File: config.mk
export PLATFORM = sky130hd
export DESIGN_NAME = vga_capture
export DESIGN_NICKNAME = d
export VERILOG_FILES = /design/src/rtl/vga_pkg.sv /design/src/rtl/vga_sync_tracker.sv /design/src/rtl/vga_capture.sv
export SDC_FILE = /design/constraint.sdc
export NUM_CORES = 1
export LEC_CHECK = 0
export CAP_MARGIN = 20
export CORE_ASPECT_RATIO = 1.1
export CORE_MARGIN = 3
export CORE_UTILIZATION = 58
export CTS_BUF_LIST = sky130_fd_sc_hd__clkbuf_4
export DETAILED_ROUTE_END_ITERATION = 16
export GPL_TIMING_DRIVEN = 1
export PLACE_DENSITY_LB_ADDON = 0.1
export SYNTH_ARGS = -nofsm -noshare
export SYNTH_HDL_FRONTEND = slang
export SYNTH_SLANG_ARGS = --single-unit
File: constraint.sdc
create_clock -name iClk -period 6 [get_ports iClk]
set_input_delay 1.2 -clock iClk [delete_from_list [all_inputs] [get_ports iClk]]
set_output_delay 1.2 -clock iClk [all_outputs]
set_load 0.03 [all_outputs]
File: src/rtl/vga_pkg.sv
// Shared VGA timing defaults and capture FSM state encoding, used by both the
// capture path and the VGA output path.
package vga_pkg;

    localparam int H_ACTIVE_DEF = 640;
    localparam int H_SYNC_DEF   = 96;
    localparam int H_BP_DEF     = 48;
    localparam int H_FP_DEF     = 16;
    localparam int V_ACTIVE_DEF = 480;
    localparam int V_SYNC_DEF   = 2;
    localparam int V_BP_DEF     = 33;
    localparam int V_FP_DEF     = 10;

    localparam int HCNT_W  = 11;
    localparam int VLINE_W = 10;
    localparam int ADDR_W  = 19;
    localparam int PIX_W   = 12;

    localparam logic [HCNT_W-1:0]  HCNT_MAX  = '1;
    localparam logic [VLINE_W-1:0] VLINE_MAX = '1;

    typedef enum logic [1:0] {
        ST_IDLE    = 2'd0,
        ST_ARMED   = 2'd1,
        ST_CAPTURE = 2'd2
    } cap_state_t;

endpackage

File: src/rtl/vga_sync_tracker.sv
// Sync falling-edge detection and pixel/line position of the current registered
// sample. hcnt/vline are the position of the sample presented this cycle.
module vga_sync_tracker
    import vga_pkg::*;
(
    input  logic               clk,
    input  logic               rst,
    input  logic               hs,
    input  logic               vs,
    output logic [HCNT_W-1:0]  hcnt,
    output logic [VLINE_W-1:0] vline,
    output logic               vfall
);

    logic               hs_d;
    logic               vs_d;
    logic               hfall;
    logic [HCNT_W-1:0]  hcnt_q;
    logic [VLINE_W-1:0] vline_q;

    assign hfall = hs_d & ~hs;
    assign vfall = vs_d & ~vs;

    always_comb begin
        hcnt  = hcnt_q;
        vline = vline_q;
        if (hfall) begin
            hcnt = '0;
        end else if (hcnt_q != HCNT_MAX) begin
            hcnt = hcnt_q + 1'b1;
        end
        if (vfall) begin
            vline = '0;
        end else if (hfall && vline_q != VLINE_MAX) begin
            vline = vline_q + 1'b1;
        end
    end

    // vline resets to its saturated value so nothing looks active before the first vsync.
    always_ff @(posedge clk) begin
        if (rst) begin
            hs_d    <= 1'b1;
            vs_d    <= 1'b1;
            hcnt_q  <= '0;
            vline_q <= VLINE_MAX;
        end else begin
            hs_d    <= hs;
            vs_d    <= vs;
            hcnt_q  <= hcnt;
            vline_q <= vline;
        end
    end

endmodule

File: src/rtl/vga_capture.sv
// Frame grabber: arms on iStart, writes one full frame to memory as {R,G,B} words.
// Define VGA_CAPTURE_DECIM_EN to write only even columns/lines (2x2 decimation).
module vga_capture
    import vga_pkg::*;
#(
    parameter int H_ACTIVE = H_ACTIVE_DEF,
    parameter int H_SYNC   = H_SYNC_DEF,
    parameter int H_BP     = H_BP_DEF,
    parameter int V_ACTIVE = V_ACTIVE_DEF,
    parameter int V_SYNC   = V_SYNC_DEF,
    parameter int V_BP     = V_BP_DEF
) (
    input  logic              iClk,
    input  logic              iRst,
    input  logic              hsync,
    input  logic              vsync,
    input  logic [3:0]        R,
    input  logic [3:0]        G,
    input  logic [3:0]        B,
    input  logic              iStart,
    output logic              oBusy,
    output logic              oDone,
    output logic              oWrEn,
    output logic [ADDR_W-1:0] oWrAddr,
    output logic [PIX_W-1:0]  oWrData,
    output logic [1:0]        fsm_state
);

    localparam int H_START = H_SYNC + H_BP;
    localparam int V_START = V_SYNC + V_BP;

    logic               hs_r;
    logic               vs_r;
    logic [PIX_W-1:0]   rgb_r;
    logic [HCNT_W-1:0]  hcnt;
    logic [VLINE_W-1:0] vline;
    logic               vfall;
    logic [HCNT_W-1:0]  col;
    logic [VLINE_W-1:0] row;
    logic               active;
    logic               take;
    logic               last;
    logic [ADDR_W-1:0]  addr;
    cap_state_t         state;

    always_ff @(posedge iClk) begin
        if (iRst) begin
            hs_r  <= 1'b1;
            vs_r  <= 1'b1;
            rgb_r <= '0;
        end else begin
            hs_r  <= hsync;
            vs_r  <= vsync;
            rgb_r <= {R, G, B};
        end
    end

    vga_sync_tracker u_tracker (
        .clk   (iClk),
        .rst   (iRst),
        .hs    (hs_r),
        .vs    (vs_r),
        .hcnt  (hcnt),
        .vline (vline),
        .vfall (vfall)
    );

    assign col    = hcnt - HCNT_W'(H_START);
    assign row    = vline - VLINE_W'(V_START);
    assign active = (hcnt >= HCNT_W'(H_START)) && (hcnt < HCNT_W'(H_START + H_ACTIVE)) &&
                    (vline >= VLINE_W'(V_START)) && (vline < VLINE_W'(V_START + V_ACTIVE));

`ifdef VGA_CAPTURE_DECIM_EN
    assign take = active && !col[0] && !row[0];
    assign addr = ADDR_W'(row[VLINE_W-1:1]) * ADDR_W'(H_ACTIVE / 2) + ADDR_W'(col[HCNT_W-1:1]);
    assign last = (col == HCNT_W'(H_ACTIVE - 2)) && (row == VLINE_W'(V_ACTIVE - 2));
`else
    assign take = active;
    assign addr = ADDR_W'(row) * ADDR_W'(H_ACTIVE) + ADDR_W'(col);
    assign last = (col == HCNT_W'(H_ACTIVE - 1)) && (row == VLINE_W'(V_ACTIVE - 1));
`endif

    // Write port is a strobe with no backpressure: oWrAddr/oWrData are valid only
    // in a cycle with oWrEn high, and the memory must accept every strobe.
    // ARMED waits for vline==0, which only holds in the line started by a vsync
    // falling edge, so a frame already under way is never entered part-way.
    always_ff @(posedge iClk) begin
        if (iRst) begin
            state   <= ST_IDLE;
            oBusy   <= 1'b0;
            oDone   <= 1'b0;
            oWrEn   <= 1'b0;
            oWrAddr <= '0;
            oWrData <= '0;
        end else begin
            oWrEn <= 1'b0;
            oDone <= 1'b0;
            if (oDone) begin
                oBusy <= 1'b0;
            end
            case (state)
                ST_IDLE: begin
                    if (iStart && !oBusy) begin
                        state <= ST_ARMED;
                        oBusy <= 1'b1;
                    end
                end
                ST_ARMED: begin
                    if (vline == '0) begin
                        state <= ST_CAPTURE;
                    end
                end
                ST_CAPTURE: begin
                    if (vfall) begin
                        state <= ST_ARMED;
                    end else if (take) begin
                        oWrEn   <= 1'b1;
                        oWrAddr <= addr;
                        oWrData <= rgb_r;
                        if (last) begin
                            oDone <= 1'b1;
                            state <= ST_IDLE;
                        end
                    end
                end
                default: state <= ST_IDLE;
            endcase
        end
    end

    assign fsm_state = state;

endmodule

==> implementation parameters <==
Parameter                              Value

Clock network
  Maximum root-to-sink buffer count ... 2
  Depth of the CTS H-tree ... 3
  Clk root buf ... clkbuf_4
  Inserted Clock Buffers ... 9
  Count of hold-fix buffers inserted at cts ... 0
  CTS clk-pin slew, worst paths ... 140 ps
  TritonCTS clock tree ... built
  Post-CTS sizing ... 0
  Worst-skew pair later-pin latency ... 440 ps
  Number of buffers inserted by post-CTS setup repair ... 0
  Clock sink count ... 73

Floorplan
  X dimension of the die ... ~88 um
  Number of rows in the core area ... 32
  Y dimension of the die ... between 90 and 100 um
  Starting density of the core ... between 60 and 70%
  Core area ... approximately 7000 um2
  Area enclosed by the die boundary ... ~8500 um2
  Top-Level Pins ... between 50 and 60

Timing
  Worst Max-Slew Pin Slew ... between 800 and 900 ps
  Final worst hold slack ... around 470 ps
  Final number of hold-violating endpoints ... 0
  Unrepaired setup endpoints after global routing ... no
  Worst max-slew margin expressed relative to the limit ... 43.75%
  Final setup violating endpoints ... 0
  Highest attainable clock frequency ... between 150 and 200 MHz
  Clock period minus worst slack ... between 5000 and 6000 ps
  Final setup TNS ... 0 ps
  Clock Skew ... about 21 ps
  Pins over their slew limit ... 0
  Fin crit share ... between 90 and 100%

Detailed routing
  Drt initial violations ... 126
  Post-detailed-routing wire length ... 9183 um
  Pre-antenna DRT Iters ... 4
  Total via count in the routed design ... about 3,600
  Residual antenna-violating net count after detailed routing ... 0
  Avg WL per Cell ... between 10 and 15 um
  Residual DRC count ... 0
  Average via count per standard cell ... a little under 6

Yosys
  Number of nets produced by synthesis ... 524
  Number of flip-flops and latches in the synthesized netlist ... 73
  Sequential area share after synthesis ... between 30% and 40%
  EDFF count, synth ... 0
  Post-synthesis area per instance ... about 9.0 um2
  Prevailing post-synth register cell ... dfxtp_1
  Total number of yosys warnings ... 0
  Synthesized netlist cell count ... approximately 480
  Mapped Area ... around 4300 um2
  Post-synth ARST share ... 0%
  Synth cell types ... 71

Finish
  Fillcell total ... 579
  Fraction of final layout cells sized beyond drive strength 1 ... 10.21%
  Antenna Diode Count ... 0
  Combined area of the multi-input logic cells ... ~2700 um2
  Synth-to-Final Area Change ... 16.01%
  Register area ... 1461 um2
  Final net count ... 569

GRT
  Global-route wire length before repair ... between 15,000 and 20,000 um
  Total global routing track utilization ... around 22%
  Largest net degree at the start of global routing ... 74
  Via count of the first global-routing pass ... 3,390
  Grt total ovfl ... 0
  Antenna violations before repair ... 0

Worst setup path
  Endpoint of the worst register-to-register path ... oWrAddr[18]
  CP max stage delay ... 510 ps
  Critical path capture point ... oWrAddr[18]
  Critical-path cell list ... ha_1, nand3_1, o31ai_1, mux2i_1, nor2_1, ha_1, nor3_1, xor2_1, ha_1, fa_1, a21o_1, a21oi_1, xnor2_1, or3b_2, or2_2, nor3b_1, and4bb_1, a2111oi_2
  Critical path class ... register to register
  Critical Path End Type ... register
  Register-to-Register Setup Slack ... ~550 ps
  Most used cell along the critical path ... ha_1
  Kind of launch point of the worst setup path ... register
  Worst setup path startpoint ... u_tracker.vline_q[0]
  Crit Path Max Fanout ... 6
  Launching point of the worst reg2reg path ... u_tracker.vline_q[0]
  Required @ worst endpoint ... around 6300 ps
  Critical path data arrival time ... 5790 ps
  Worst reg-to-reg path cell count ... 18
  Critical-path cell with the highest stage delay ... o31ai_1

Power and ir drop
  Fraction of power consumed by the clock network ... around 22%
  Proportion of power drawn by combinational gates ... a little over two fifths
  Power spent charging and discharging nets ... 557.2 uW
  Total chip power ... about 1.5 mW
  Int Power ... roughly 930 uW
  Portion of total power attributed to sequential cells ... between 30% and 40%
  Leakage ... ~2.2 nW
  Maximum VDD drop ... 162.8 uV
  Net switching fraction of the power ... a little under two fifths
  Power per unit of standard cell area ... between 200 and 300 nW/um2

Place
  Detailed-placement wirelength estimate ... 6672 um
  PortBufs ... 52
  Routability congestion estimate from global placement ... 0.9459

Status
  Outcome ... complete, no violations

Worst hold path
  Type of the tightest min-delay check ... register to register

Flow run
  Max-cap viol count ... 0
## synthesized netlist by cell type (10+ instances only)
cell type	n	share of area (%)
mux2i_1	34	7.9
ha_1	26	7.5
nor3_1	12	1.4
a21oi_1	16	1.8
nor2b_1	20	2.9
nor2_1	56	4.9
xor2_1	14	2.8
or2_2	14	2.0
inv_1	14	1.2
xnor2_1	16	3.2
nand2_1	18	1.6
clkbuf_1	10	0.87
dfxtp_1	73	34
nand2b_1	10	1.4
o21ai_0	12	1.4
## cell type report
| class | instances | share of cell area (%) |
|---|---|---|
| Sequential cell | 73 | 29.10 |
| Timing Repair Buffer | 55 | 10.71 |
| Clock inverter | 7 | 1.694 |
| Multi-Input combinational cell | 371 | 53.99 |
| Inverter | 14 | 1.046 |
| Clock buffer | 9 | 1.345 |
| Tap cell | 85 | 2.118 |
## power groups by stage
stage	logic (mW)	registers (mW)	clock network, mW
2_1_floorplan	0.523	0.529	0
3_3_place_gp	0.625	0.528	0
3_5_place_dp	0.637	0.529	0
4_1_cts	0.643	0.518	0.343
5_1_grt	0.719	0.521	0.366
6_report	0.640	0.519	0.332
## cell families after synthesis
family,synth area share [%]
xor+xnor,6.590
buf+inv,3.641
fa+ha+maj,8.671
compound gates,14.45
simple gates,24.45
mux,8.439
flops,33.76
## critical path, delay by kind of cell (launching register included)
kind	cells	cell delay [ps]
xor gates and xnor gates	2	490
and+or+nand+nor	7	1670
muxes	1	250
DFF	1	440
AOI/OAI and AO/OA	4	1220
adders and majority gates	4	1290
## how the worst min path moves through the flow
stage                     cells after the start              to       start
after global placement                        2     oWrData[11]   rgb_r[11]
final                                         2      oWrAddr[0]  oWrAddr[0]
after floorplan                               1  u_tracker.vs_d        vs_r
after global routing                          2      oWrData[0]    rgb_r[0]
after CTS                                     2      oWrAddr[0]  oWrAddr[0]
after detailed placement                      2      oWrData[0]    rgb_r[0]
## cell usage in the layout (no fill, tap or decap), types with 7 or more instances in the layout
master	Yosys	layout
o21ai_0	12	12
inv_1	14	14
mux2i_1	34	34
clkdlybuf4s50_1	0	51
xor2_1	14	14
nor3_1	12	12
dfxtp_1	73	73
xnor2_1	16	16
and2_1	7	7
nor2_1	56	56
ha_1	26	26
nor2b_1	20	20
clkbuf_4	0	9
nand3_1	9	9
or2_2	14	14
nand2b_1	10	10
nand2_1	18	18
a21oi_1	16	16
## stage by stage
step	setup WS (ps)	instance area [um2]	cells	utilization, %
2_1_floorplan	1065	4329	479	-
3_3_place_gp	813.7	4870	598	68.33
3_5_place_dp	571.0	4870	598	68.33
4_1_cts	533.3	5022	614	70.47
5_1_grt	112.7	5022	614	70.47
6_report	554.1	5022	614	70.47
## routing by layer
layer | routed length (um) | global-route usage, % | vias to the layer above
met5 | 0 | 0 | -
met4 | 143 | 6.860 | 0
met3 | 468 | 5.963 | 12
met2 | 4539 | 37.25 | 83
met1 | 4031 | 27.47 | 1671
li1 | - | - | 1799
## registers in the layout, indices dropped and copies added, names as in the netlist, 2 cells and up
signal and cells:
u_tracker.vline_q 10, oWrData 12, u_tracker.hcnt_q 11, oWrAddr 19, rgb_r 12, fsm_state 2
(Power assumes the default switching activity.)
